===== src/rtl/chroma_pkg.sv =====
// Shared chroma-key definitions: pixel field layout, reader FSM states and
// pack/unpack helpers used by the background reader and the compositor.
package chroma_pkg;

    localparam int PIX_W  = 10;
    localparam int R_LSB  = 20;
    localparam int G_LSB  = 10;
    localparam int B_LSB  = 0;
    localparam int WORD_W = 3 * PIX_W;

    typedef enum logic [1:0] {
        IDLE  = 2'd0,
        FETCH = 2'd1,
        DRAIN = 2'd2
    } state_t;

    typedef struct packed {
        logic [PIX_W-1:0] r;
        logic [PIX_W-1:0] g;
        logic [PIX_W-1:0] b;
    } pixel_t;

    function automatic pixel_t unpack_pixel(input logic [WORD_W-1:0] word);
        pixel_t p;
        p.r = word[R_LSB +: PIX_W];
        p.g = word[G_LSB +: PIX_W];
        p.b = word[B_LSB +: PIX_W];
        return p;
    endfunction

    // Memory word layout: {2'b0, R, G, B}.
    function automatic logic [31:0] pack_pixel(input pixel_t p);
        return {2'b00, p.r, p.g, p.b};
    endfunction

endpackage


===== src/rtl/chroma_bg_fifo.sv =====
// Synchronous pixel FIFO with occupancy count, flush, and same-cycle push/pop.
// A push into an empty FIFO becomes visible at the head on the following cycle.
module chroma_bg_fifo
    import chroma_pkg::*;
#(
    parameter int DEPTH = 16,
    parameter int WIDTH = WORD_W
) (
    input  logic                     clk,
    input  logic                     rst,
    input  logic                     flush,
    input  logic                     push,
    input  logic [WIDTH-1:0]         push_data,
    input  logic                     pop,
    output logic [WIDTH-1:0]         head,
    output logic [$clog2(DEPTH):0]   count,
    output logic                     full,
    output logic                     empty
);

    localparam int AW = $clog2(DEPTH);

    logic [WIDTH-1:0] mem [DEPTH];
    logic [AW-1:0]    wr_ptr;
    logic [AW-1:0]    rd_ptr;
    logic             do_push;
    logic             do_pop;

    assign full    = (count == (AW+1)'(DEPTH));
    assign empty   = (count == '0);
    assign do_pop  = pop & ~empty;
    // A full FIFO still accepts a push when a pop frees the slot in the same cycle.
    assign do_push = push & (~full | do_pop);
    assign head    = mem[rd_ptr];

    // NOTE: sequential state uses non-blocking (<=) so every flop samples pre-edge values.
    always_ff @(posedge clk) begin
        if (rst || flush) begin
            wr_ptr <= '0;
            rd_ptr <= '0;
            count  <= '0;
        end else begin
            if (do_push) wr_ptr <= wr_ptr + AW'(1);
            if (do_pop)  rd_ptr <= rd_ptr + AW'(1);
            case ({do_push, do_pop})
                2'b10:   count <= count + (AW+1)'(1);
                2'b01:   count <= count - (AW+1)'(1);
                default: count <= count;
            endcase
        end
    end

    // NOTE: the storage array has no reset; the pointers and count alone define validity.
    always_ff @(posedge clk) begin
        if (do_push) mem[wr_ptr] <= push_data;
    end

endmodule


===== src/rtl/chroma_bg_reader.sv =====
// Background pixel source: streams a stored frame from SDRAM over Avalon-MM into a FIFO.
// Optional CHROMA_BG_UNDERFLOW_HOLD_EN: on underflow repeat the last pixel instead of black.
module chroma_bg_reader
    import chroma_pkg::*;
#(
    parameter int H_ACTIVE   = 640,
    parameter int V_ACTIVE   = 480,
    parameter int BASE_ADDR  = 0,
    parameter int ADDR_W     = 32,
    parameter int FIFO_DEPTH = 16
) (
    input  logic              iCLK27,
    input  logic              iRST,
    input  logic              iFrameStart,
    input  logic              iPixReq,
    output logic [PIX_W-1:0]  oVGA_R,
    output logic [PIX_W-1:0]  oVGA_G,
    output logic [PIX_W-1:0]  oVGA_B,
    output logic              oPixValid,
    output logic              oUnderflow,
    output logic [ADDR_W-1:0] oAvmAddress,
    output logic              oAvmRead,
    input  logic              iAvmWaitrequest,
    input  logic [31:0]       iAvmReadData,
    input  logic              iAvmReadDataValid
);

    localparam int FRAME_PIX = H_ACTIVE * V_ACTIVE;
    localparam int IW        = (FRAME_PIX > 1) ? $clog2(FRAME_PIX) : 1;
    localparam int CW        = $clog2(FIFO_DEPTH) + 1;
    localparam logic [CW:0] DEPTH_LIM = (CW+1)'(FIFO_DEPTH);

    state_t            state;
    state_t            state_nxt;
    logic [ADDR_W-1:0] addr;
    logic [IW-1:0]     issued;
    logic [CW-1:0]     pending;
    logic [CW-1:0]     pending_nxt;
    logic [CW-1:0]     discard;
    logic [CW-1:0]     fifo_count;
    logic              fifo_full;
    logic              fifo_empty;
    logic [WORD_W-1:0] fifo_head;
    logic              accept;
    logic              last_read;
    logic              push;
    pixel_t            pix_out;
    logic              unused_bits;

    assign accept      = oAvmRead & ~iAvmWaitrequest;
    assign last_read   = (issued == IW'(FRAME_PIX - 1));
    assign pending_nxt = pending + CW'(accept) - CW'(iAvmReadDataValid);
    // Returns belonging to an abandoned frame are counted off and dropped.
    assign push        = iAvmReadDataValid & (discard == '0) & ~iFrameStart;
    assign unused_bits = ^{iAvmReadData[31:30], fifo_full};

    chroma_bg_fifo #(
        .DEPTH (FIFO_DEPTH),
        .WIDTH (WORD_W)
    ) u_fifo (
        .clk       (iCLK27),
        .rst       (iRST),
        .flush     (iFrameStart),
        .push      (push),
        .push_data (iAvmReadData[WORD_W-1:0]),
        .pop       (iPixReq),
        .head      (fifo_head),
        .count     (fifo_count),
        .full      (fifo_full),
        .empty     (fifo_empty)
    );

    always_ff @(posedge iCLK27) begin
        if (iRST) state <= IDLE;
        else      state <= state_nxt;
    end

    // NOTE: default assignment first so no path through the block infers a latch.
    always_comb begin
        state_nxt = state;
        if (iFrameStart) begin
            state_nxt = FETCH;
        end else begin
            case (state)
                FETCH:   if (accept && last_read) state_nxt = DRAIN;
                DRAIN:   if (pending == '0)       state_nxt = IDLE;
                default: state_nxt = state;
            endcase
        end
    end

    // Outstanding reads reserve FIFO slots so returns can never overflow it.
    always_comb begin
        oAvmRead = (state == FETCH) && (({1'b0, fifo_count} + {1'b0, pending}) < DEPTH_LIM);
    end

    always_ff @(posedge iCLK27) begin
        if (iRST) begin
            addr    <= '0;
            issued  <= '0;
            pending <= '0;
            discard <= '0;
        end else begin
            pending <= pending_nxt;
            if (iFrameStart) begin
                addr    <= ADDR_W'(BASE_ADDR);
                issued  <= '0;
                discard <= pending_nxt;
            end else begin
                if (accept && !last_read) begin
                    addr   <= addr + ADDR_W'(4);
                    issued <= issued + IW'(1);
                end
                if (iAvmReadDataValid && (discard != '0)) discard <= discard - CW'(1);
            end
        end
    end

    always_ff @(posedge iCLK27) begin
        if (iRST) begin
            pix_out    <= '0;
            oPixValid  <= 1'b0;
            oUnderflow <= 1'b0;
        end else begin
            oPixValid <= iPixReq;
            if (iFrameStart) oUnderflow <= 1'b0;
            if (iPixReq) begin
                if (!fifo_empty) begin
                    pix_out <= unpack_pixel(fifo_head);
                end else begin
                    oUnderflow <= 1'b1;
`ifdef CHROMA_BG_UNDERFLOW_HOLD_EN
                    pix_out <= pix_out;
`else
                    pix_out <= '0;
`endif
                end
            end
        end
    end

    assign oVGA_R      = pix_out.r;
    assign oVGA_G      = pix_out.g;
    assign oVGA_B      = pix_out.b;
    assign oAvmAddress = addr;

endmodule

===== config.mk =====
export PLATFORM = sky130hd
export DESIGN_NAME = chroma_bg_reader
export DESIGN_NICKNAME = d
export VERILOG_FILES = /design/src/rtl/chroma_pkg.sv /design/src/rtl/chroma_bg_fifo.sv /design/src/rtl/chroma_bg_reader.sv
export SDC_FILE = /design/constraint.sdc
export NUM_CORES = 1
export LEC_CHECK = 0
export CORE_MARGIN = 2
export CORE_UTILIZATION = 60
export DETAILED_ROUTE_END_ITERATION = 8
export GPL_TIMING_DRIVEN = 0
export PLACE_DENSITY = 0.85
export SYNTH_ARGS = -nofsm -noshare
export SYNTH_HDL_FRONTEND = slang
export SYNTH_SLANG_ARGS = --single-unit
export TNS_END_PERCENT = 5

===== constraint.sdc =====
create_clock -name iCLK27 -period 9.5 [get_ports iCLK27]
set_clock_uncertainty 0.05 [all_clocks]
set_input_delay 0.95 -clock iCLK27 [delete_from_list [all_inputs] [get_ports iCLK27]]
set_output_delay 0.95 -clock iCLK27 [all_outputs]
set_load 0.02 [all_outputs]

==> results of run 1 <==
[worst max-delay path by stage]
stage,cells past startpoint,to,from
CTS,9,u_fifo.mem[1][2]$_DFFE_PP_,discard[0]$_SDFFE_PP0P_
finish,9,u_fifo.mem[1][2]$_DFFE_PP_,discard[0]$_SDFFE_PP0P_
global route,9,u_fifo.mem[1][0]$_DFFE_PP_,discard[0]$_SDFFE_PP0P_
detailed placement,7,u_fifo.mem[1][20]$_DFFE_PP_,iAvmReadDataValid
floorplan,7,u_fifo.mem[3][0]$_DFFE_PP_,discard[0]$_SDFFE_PP0P_
global placement,5,u_fifo.mem[3][26]$_DFFE_PP_,iAvmReadDataValid
[routing by layer]
layer	vias to the layer above	track usage (%)	wire (µm)
met5	-	0	0
met3	175	7.03	5980
met4	0	12.6	2320
met2	950	49.6	29700
li1	5744	-	-
met1	7038	37.1	20600
[final cells by class]
| class | instances | area (µm²) | area share, % |
|---|---|---|---|
| Multi-Input combinational cell | 651 | 6380 | 23.1 |
| Buffer | 72 | 312 | 1.13 |
| Tap cell | 518 | 648 | 2.35 |
| Clock inverter | 34 | 453 | 1.64 |
| Clock buffer | 75 | 1610 | 5.83 |
| Antenna cell | 2 | 5.00 | 0.0182 |
| Inverter | 25 | 93.8 | 0.341 |
| Timing Repair Buffer | 122 | 1440 | 5.21 |
| Sequential cell | 590 | 16600 | 60.3 |
[logic make-up (layout without fill, tap and decap cells)]
group                      Yosys count  after routing  share of synthesized area (%)
DFF                                590            590                           71.4
and+or+nand+nor                    242            242                           5.71
AOI/OAI and AO/OA                  204            204                           5.80
muxes                              155            155                           13.1
buffers and inverters               97            328                           1.74
adders and majority gates           24             24                           1.35
xor gates and xnor gates            24             24                          0.903
other                                1              4                         0.0161
[flip-flops by register name, indices dropped and copies added (netlist names), 4 cells and up, named ones only]
name	count
u_fifo.rd_ptr	4
discard	5
u_fifo.count	5
oVGA_B	10
pending	5
oVGA_R	10
u_fifo.wr_ptr	4
oVGA_G	10
oAvmAddress	30
issued	19
u_fifo.mem	480
[worst register-to-register path, stage by stage (launching register included)]
cell and delay, ns:
dfxtp_1 0.31, inv_1 0.10, ha_1 0.14, or4b_1 0.43, clkbuf_1 0.22, a311oi_2 0.74, nand2_1 0.43, nor3_2 0.76
buf_6 0.25, buf_6 0.20
[power groups by stage]
stage | sequential [mW] | combinational (mW) | clock, mW
2_1_floorplan | 2.91 | 0.216 | 0
5_1_grt | 2.86 | 0.394 | 2.57
6_report | 2.86 | 0.360 | 2.46
3_3_place_gp | 2.91 | 0.326 | 0
4_1_cts | 2.86 | 0.359 | 2.47
3_5_place_dp | 2.91 | 0.352 | 0
[synth_stat cells, types with 8 or more instances]
cell type / count
o21ai_0: 22
xnor2_1: 18
a22o_1: 31
a21oi_1: 76
inv_1: 25
or3_1: 25
nor2b_1: 34
nand4_1: 17
a211oi_1: 34
nand2_1: 40
nor4_1: 10
buf_2: 15
clkbuf_1: 46
dfxtp_1: 110
mux2i_1: 35
edfxtp_1: 480
mux4_2: 120
ha_1: 22
nor2_1: 52
nand3_1: 17
or4_1: 12
o31ai_1: 8
==> metrics.txt, run 1 <==
Layout Nets=1582; placed instance area=0.0255 mm²; 1st-pass router iterations=5; hold slack=0.427 ns; Post-Layout Inst Area=0.0275 mm²; CTS Buf Count=58; maximum clock insertion buffer count=3; CTS tree=built; DR WL/cell=28.1 µm; Power Dens Cells=206 mW/mm²; slew margin rel.=18.0%; largest area contributor in the netlist=edfxtp_1; Yosys cell types=57; Tightest Hold Check Type=register to register; Slew Limit Fails=0; Clock transition at path regs=0.06 ns; reg2reg setup slack=5.56 ns; largest cells by area after synthesis=edfxtp_1, mux4_2, dfxtp_1; # IOs=103; Period Utilization, post-route=41.4%; Crit. End Element=register; fill count=2193; antenna violations before repair=2; Initial Util=60.5%; gpl congestion=0.855; final core occ=71.6%; largest net degree at the start of global routing=23; YS warnings=0; Async SR Flop Fraction=0%; setup slack after layout=5.56 ns; synthesized instance count=1337; Die Height=201 µm; most frequent cells in the layout=edfxtp_1, mux4_2, dfxtp_1; commonest non-fill, non-tap cell in the layout=edfxtp_1; Worst path max stage delay=0.75 ns; min cycle time layout=3.94 ns; Register-to-Register Path Depth=9; arrival time at the worst endpoint=4.20 ns; TNS Setup=0 ns; Buf+Inv Stages, Crit Path=4; Tot Pwr=5.68 mW; die footprint=0.0404 mm²; Clk Latency, worst-skew pair=0.63 ns; status=completed; Hold Path End=oVGA_G[9]$_SDFFE_PP0P_; grt ovf=0; Max Fanout on Critical Path=10; CTS H-tree lvls=2; power share of the combinational group=6.3%; Netlist Area Pre-Place=0.0233 mm²; r2r endpoint=u_fifo.mem[1][2]$_DFFE_PP_; hold_sp=oVGA_G[9]$_SDFFE_PP0P_; most frequent CP cell=buf_6; RR Startpoint=discard[0]$_SDFFE_PP0P_; Non-Filler Instances=2089; Net Sw Frac=21.7%; post-cts resize count=0; HPWL after DPL=35400 µm; sequential power share=50.3%; switching power of the nets=1.23 mW; dpl ws=5.19 ns; MaxCap Viol Count=0; Post-synth EDFFs=480; die width=201 µm; Layout area overhead=18.3%; Clock power frac=43.4%; number of global-route vias before repair=14200; post-synth top area share=61.9%; post-route ant nets=0; Worst setup SP type=register; placed cells=1978; Core ar.=0.0385 mm²; final number of setup-violating endpoints=0; Max stage delay cell, worst path=nor3_2; via density per instance=6.66; synthesized area per cell=17.4 µm²; Global Route Usage Sum=29.5%; Slew @ Worst Pin=1.23 ns; Remaining DRCs=0; via count=13900; leakage=8.58 nW; post-synthesis sequential area ratio=71.4%; RSZ-0062 raised after global routing=no; Int Power=4.45 mW; final wirelength=58600 µm; Worst Path Required=9.76 ns; worst-path cell chain=inv_1 -> ha_1 -> or4b_1 -> clkbuf_1 -> a311oi_2 -> nand2_1 -> nor3_2 -> buf_6 -> buf_6; PortBufs=98; initial DRC count=1439; FMAX=0.254 GHz; first-pass GRT wire length=88300 µm; CP delay by family, top=simple AND/OR/NAND/NOR gates; WS Path Type=register to register; Hold Crit Depth=1; fraction of layout cells with a size suffix above 1=18.1%; Clock Sinks=590; Final Hold Viols=0; Top FF cell, synth=edfxtp_1; cts hold-fix bufs=0; post-CTS setup buffers=0; Rows=72; FF+latch count, synth=590; worst vdd ir=0.000252 V; Clock Root Buffer=clkbuf_16
Power figures use the tool's default switching activity.
==> run 2, diff against run 1 <==
==> constraint.sdc (replaced) <==
create_clock -name iCLK27 -period 3.67 [get_ports iCLK27]
set_clock_uncertainty 0.05 [all_clocks]
set_input_delay 0.367 -clock iCLK27 [delete_from_list [all_inputs] [get_ports iCLK27]]
set_output_delay 0.367 -clock iCLK27 [all_outputs]
set_load 0.02 [all_outputs]
==> run 2 against run 1 <==
Net effect:
- clock power up 130%
- sequential power grew to 2.6 times the previous value
- final area fell by 1.0%
- hold slack about the same
- sequential share of layout area grew 0.61 points
- largest power group unchanged
- highest routed layer unchanged
==> metrics.txt, run 2 (synthesis results as in run 1) <==
antenna violations before repair=2 (unchanged); RSZ-0062 raised after global routing=no (unchanged); Initial Util=60.5% (unchanged); Clock transition at path regs=0.06 ns (about the same); sequential power share=52.7% (was 50.3%); grt met1 use=37.4% (was 37.1%); M2 GR Usage=49.4% (was 49.6%); Slew Limit Fails=0 (unchanged); fraction of layout cells with a size suffix above 1=17.3% (was 18.1%); switching power of the nets=3.16 mW (was 1.23 mW); arrival time at the worst endpoint=3.78 ns (was 4.20 ns); # IOs=103 (unchanged); post-route ant nets=0 (unchanged); largest net degree at the start of global routing=27 (was 23); Die Height=201 µm (unchanged); Setup crit end=u_fifo.mem[2][23]$_DFFE_PP_ (was u_fifo.mem[1][2]$_DFFE_PP_); Clock power frac=40.5% (was 43.4%); max reg flops=480 (unchanged); GR met3 Demand/Resource=5.84% (was 7.03%); Core ar.=0.0385 mm² (unchanged); final wirelength=59100 µm (was 58600 µm); number of global-route vias before repair=14200 (about the same); via density per instance=6.69 (was 6.66); Net Sw Frac=22.5% (was 21.7%); Period Utilization, post-route=95.5% (was 41.4%); hold slack=0.427 ns (about the same); Top reg by flops=u_fifo.mem (unchanged); die footprint=0.0404 mm² (unchanged); FMAX=0.285 GHz (was 0.254 GHz); Global Route Usage Sum=29.3% (was 29.5%); via count=14000 (was 13900); first-pass GRT wire length=87400 µm (was 88300 µm); r2r endpoint=u_fifo.mem[2][23]$_DFFE_PP_ (was u_fifo.mem[1][2]$_DFFE_PP_); Remaining DRCs=0 (unchanged); Final Hold Viols=0 (unchanged); Register-to-Register Path Depth=9 (unchanged); initial DRC count=1716 (was 1439); MaxCap Viol Count=0 (unchanged); dpl ws=-0.113 ns (was 5.19 ns); worst vdd ir=0.000464 V (was 0.000252 V); Layout area overhead=17.1% (was 18.3%); gpl congestion=0.863 (was 0.855); Worst setup SP type=register (unchanged); status=completed (unchanged); HPWL after DPL=34400 µm (was 35400 µm); hold_sp=oVGA_G[1]$_SDFFE_PP0P_ (was oVGA_G[9]$_SDFFE_PP0P_); Crit. End Element=register (unchanged); Rows=72 (unchanged); Power Dens Cells=514 mW/mm² (was 206 mW/mm²); Worst Path Required=3.94 ns (was 9.76 ns); final number of setup-violating endpoints=0 (unchanged); global route hottest layer=met2 (unchanged); CTS Buf Count=56 (was 58); reg2reg setup slack=0.17 ns (was 5.56 ns); CP Launch Point=discard[0]$_SDFFE_PP0P_ (unchanged); min cycle time layout=3.50 ns (was 3.94 ns); commonest non-fill, non-tap cell in the layout=edfxtp_1 (unchanged); Tightest Hold Check Type=register to register (unchanged); cts hold-fix bufs=0 (unchanged); slew margin rel.=26.3% (was 18.0%); maximum clock insertion buffer count=3 (unchanged); CTS tree=built (unchanged); most frequent cells in the layout=edfxtp_1, mux4_2, dfxtp_1 (unchanged); fill count=2216 (was 2193); Clock Root Buffer=clkbuf_16 (unchanged); Clk Latency, worst-skew pair=0.64 ns (was 0.63 ns); die width=201 µm (unchanged); leakage=8.43 nW (was 8.58 nW); Slew @ Worst Pin=1.11 ns (was 1.23 ns); Clock Sinks=590 (unchanged); PortBufs=98 (unchanged); DR WL/cell=28.4 µm (was 28.1 µm); setup slack after layout=0.166 ns (was 5.56 ns); power share of the combinational group=6.7% (was 6.3%); grt ovf=0 (unchanged); Max Fanout on Critical Path=9 (was 10); 1st-pass router iterations=5 (unchanged); Layout Nets=1581 (was 1582); CTS H-tree lvls=2 (unchanged); Int Power=10.9 mW (was 4.45 mW); WS Path Type=register to register (unchanged); RR Startpoint=discard[0]$_SDFFE_PP0P_ (unchanged)
-- run 2: cell types whose count changed in the layout (fill, tap and decap cells not counted), sizes merged --
| cell | before | now |
|---|---|---|
| clkinv | 14 | 18 |
| clkinvlp | 7 | 3 |
| clkbuf | 121 | 126 |
| buf | 50 | 51 |
| inv | 28 | 26 |
| bufinv | 10 | 3 |
-- run 2: worst min-delay path by stage --
stage / endpoint / slack (ns) / depth (start not counted)
after floorplan: issued[18]$_SDFFE_PP0P_ / 0.40 / 2
after global placement: issued[18]$_SDFFE_PP0P_ / 0.41 / 2
after detailed placement: oVGA_G[1]$_SDFFE_PP0P_ / 0.42 / 1
after CTS: state[0]$_SDFFE_PP0P_ / 0.41 / 3
after global routing: state[0]$_SDFFE_PP0P_ / 0.43 / 3
final: oVGA_G[1]$_SDFFE_PP0P_ / 0.43 / 1
-- run 2: repair_timing --
action / 4_1_cts / 5_1_grt
gates resized for setup: 2 / 2
pin swaps: 0 / 1
buffers inserted: 0 / 1
endpoints found under the setup margin: 31 / 15
-- run 2: per-stage QoR --
| step | TNS [ns] | area (µm²) | power [mW] | std cells | util [%] |
|---|---|---|---|---|---|
| after floorplan | -65.18 | 23300 | 8.10 | 1338 | - |
| after CTS | 0 | 27300 | 14.0 | 2083 | 70.8 |
| after detailed placement | -2.06 | 25500 | 8.44 | 1978 | 66.2 |
| final | 0 | 27300 | 14.0 | 2086 | 70.9 |
| after global routing | 0 | 27300 | 14.4 | 2086 | 70.9 |
| after global placement | -814.62 | 24900 | 8.38 | 1954 | 64.8 |
-- run 2: cell type report --
class	count	area [µm²]	share of cell area, %
timing repair buffer	123	1410	5.18
sequential	590	16600	60.9
tap	518	648	2.38
clock inverter	25	239	0.876
antenna	2	5.00	0.0184
buffer	72	312	1.14
clock buffer	80	1540	5.65
multi-input combinational	651	6400	23.5
inverter	25	93.8	0.344
-- run 2: worst max-delay path: stages (launching register included) --
cell and delay, ns:
dfxtp_1 0.32, inv_1 0.11, ha_1 0.16, or4b_1 0.43
clkbuf_1 0.25, a311oi_4 0.56, nand2_1 0.36, nor3_4 0.53
buf_8 0.24, buf_6 0.18
-- run 2: layer usage --
layer / part of all wire (%) / up-vias / wire [µm]
met5: 0 / - / 0
met4: 4.1 / 0 / 2400
met3: 9.6 / 193 / 5690
li1: - / 5741 / -
met2: 51 / 1018 / 30000
met1: 36 / 7009 / 21000
-- run 2: power groups by stage --
stage          Clock [mW]  Sequential, mW  Combinational (mW)
2_1_floorplan           0            7.54               0.560
6_report             5.68            7.40               0.946
4_1_cts              5.70            7.40               0.934
3_5_place_dp            0            7.53               0.907
3_3_place_gp            0            7.53               0.846
5_1_grt              5.94            7.40                1.03
==> run 3, diff against run 2 <==
--- a/config.mk
+++ b/config.mk
@@ -8,7 +8,7 @@
 export CORE_MARGIN = 2
 export CORE_UTILIZATION = 60
 export DETAILED_ROUTE_END_ITERATION = 8
-export GPL_TIMING_DRIVEN = 0
+export GPL_TIMING_DRIVEN = 1
 export PLACE_DENSITY = 0.85
 export SYNTH_ARGS = -nofsm -noshare
 export SYNTH_HDL_FRONTEND = slang
==> run 3 against run 2 <==
Net effect:
- global-route usage fell by 3.9 points
- critical path depth rose by 3
- combinational power fell by 7.9%
- utilization fell by 0.63 points
- largest power group unchanged
==> metrics.txt, run 3 (synthesis results as in run 1) <==
min cycle time layout=3.27 ns (was 3.50 ns); RSZ-0062 raised after global routing=no (unchanged); HPWL after DPL=28700 µm (was 34400 µm); TNS Setup=0 ns (unchanged); dpl ws=0.401 ns (was -0.113 ns); Power Dens Cells=516 mW/mm² (was 514 mW/mm²); initial DRC count=1467 (was 1716); fill count=2284 (was 2216); Layout Nets=1530 (was 1581); Tightest Hold Check Type=register to register (unchanged); CTS H-tree lvls=2 (unchanged); status=completed (unchanged); post-CTS setup buffers=0 (unchanged); Core ar.=0.0385 mm² (unchanged); Slew @ Worst Pin=1.13 ns (was 1.11 ns); via density per instance=6.35 (was 6.69); setup slack after layout=0.399 ns (was 0.166 ns); most frequent cells in the layout=edfxtp_1, mux4_2, dfxtp_1 (unchanged); # IOs=103 (unchanged); cts hold-fix bufs=0 (unchanged); gpl congestion=0.809 (was 0.863); Clock Root Buffer=clkbuf_16 (unchanged); Worst setup SP type=register (unchanged); Tot Pwr=14.0 mW (about the same); Rows=72 (unchanged); Remaining DRCs=0 (unchanged); die width=201 µm (unchanged); arrival time at the worst endpoint=3.77 ns (was 3.78 ns); max reg flops=480 (unchanged); Initial Util=60.5% (unchanged); worst vdd ir=0.000439 V (was 0.000464 V); MaxCap Viol Count=0 (unchanged); hold slack=0.428 ns (was 0.427 ns); Final Hold Viols=0 (unchanged); slew margin rel.=24.2% (was 26.3%); commonest non-fill, non-tap cell in the layout=edfxtp_1 (unchanged); Clk Latency, worst-skew pair=0.62 ns (was 0.64 ns); fraction of layout cells with a size suffix above 1=18.2% (was 17.3%); FMAX=0.306 GHz (was 0.285 GHz); Period Utilization, post-route=89.1% (was 95.5%); post-route ant nets=0 (unchanged); post-cts resize count=0 (was 2); antenna violations before repair=2 (unchanged); Global Route Usage Sum=25.4% (was 29.3%); Die Height=201 µm (unchanged); first-pass GRT wire length=77100 µm (was 87400 µm); die footprint=0.0404 mm² (unchanged); leakage=8.37 nW (was 8.43 nW); PortBufs=98 (unchanged); Max Fanout on Critical Path=8 (was 9); Worst Path Required=4.17 ns (was 3.94 ns); final wirelength=50500 µm (was 59100 µm); Clock Sinks=590 (unchanged); Layout area overhead=16.1% (was 17.1%); Slew Limit Fails=0 (unchanged); 1st-pass router iterations=7 (was 5); CTS Buf Count=56 (unchanged); maximum clock insertion buffer count=3 (unchanged); Crit. End Element=register (unchanged); number of global-route vias before repair=13100 (was 14200); DR WL/cell=24.9 µm (was 28.4 µm); grt ovf=0 (unchanged); Top reg by flops=u_fifo.mem (unchanged); final number of setup-violating endpoints=0 (unchanged); via count=12900 (was 14000); WS Path Type=register to register (unchanged); final core occ=70.3% (was 70.9%); CTS tree=built (unchanged); largest net degree at the start of global routing=53 (was 27); Clock transition at path regs=0.06 ns (about the same)
run 3: cell types whose count changed in the layout (fill, tap and decap cells not counted), sizes merged:
cell / delta
buf: -5
bufinv: +1
clkbuf: -45
clkinv: -1
clkinvlp: -2
diode: -1
inv: -1
run 3: through the flow:
| step | instances | area, µm² |
|---|---|---|
| after floorplan | 1338 | 23300 |
| after global placement | 1928 | 25200 |
| after detailed placement | 1928 | 25200 |
| after CTS | 2031 | 27000 |
| after global routing | 2031 | 27000 |
| final | 2032 | 27000 |
run 3: layer usage:
| layer | global-route usage (%) | share of wire [%] | up-vias |
|---|---|---|---|
| met3 | 5.15 | 7.3 | 85 |
| li1 | - | - | 5645 |
| met5 | 0 | 0.028 | - |
| met1 | 33.0 | 39 | 6657 |
| met4 | 8.44 | 2.7 | 2 |
| met2 | 43.4 | 51 | 520 |
run 3: cell type report:
| type | count | area [µm²] | area share (%) |
|---|---|---|---|
| inverter | 25 | 93.8 | 0.347 |
| clock inverter | 22 | 238 | 0.880 |
| multi-input combinational | 651 | 6400 | 23.7 |
| clock buffer | 81 | 1580 | 5.83 |
| timing repair buffer | 144 | 1440 | 5.32 |
| antenna | 1 | 2.50 | 0.00926 |
| sequential | 590 | 16600 | 61.5 |
| tap | 518 | 648 | 2.40 |
run 3: path summary, 6_finish.rpt:
| check | end | cells after the start | slack [ns] | start |
|---|---|---|---|---|
| setup reg to reg | u_fifo.count[4]$_SDFFE_PP0P_ | 12 | 0.40 | discard[0]$_SDFFE_PP0P_ |
| hold reg to reg | oVGA_G[0]$_SDFFE_PP0P_ | 1 | 0.43 | oVGA_G[0]$_SDFFE_PP0P_ |
| hold / removal | oVGA_G[0]$_SDFFE_PP0P_ | 1 | 0.43 | oVGA_G[0]$_SDFFE_PP0P_ |
| setup / recovery | u_fifo.count[4]$_SDFFE_PP0P_ | 12 | 0.40 | discard[0]$_SDFFE_PP0P_ |
run 3: worst max-delay path: stages, from the launching register on:
cell	delay, ns
dfxtp_1	0.31
inv_1	0.10
ha_1	0.15
or4b_1	0.59
or2_2	0.38
nand2_1	0.11
inv_1	0.09
ha_1	0.32
nor2b_1	0.15
o21a_1	0.20
or4_1	0.48
a21oi_1	0.14
o31a_1	0.14
run 3: where the power goes:
part           switching, mW  internal [mW]  leakage (nW)
logic                  0.491          0.380          2.29
clock network           2.43           3.26         0.879
registers             0.0648           7.33          5.21
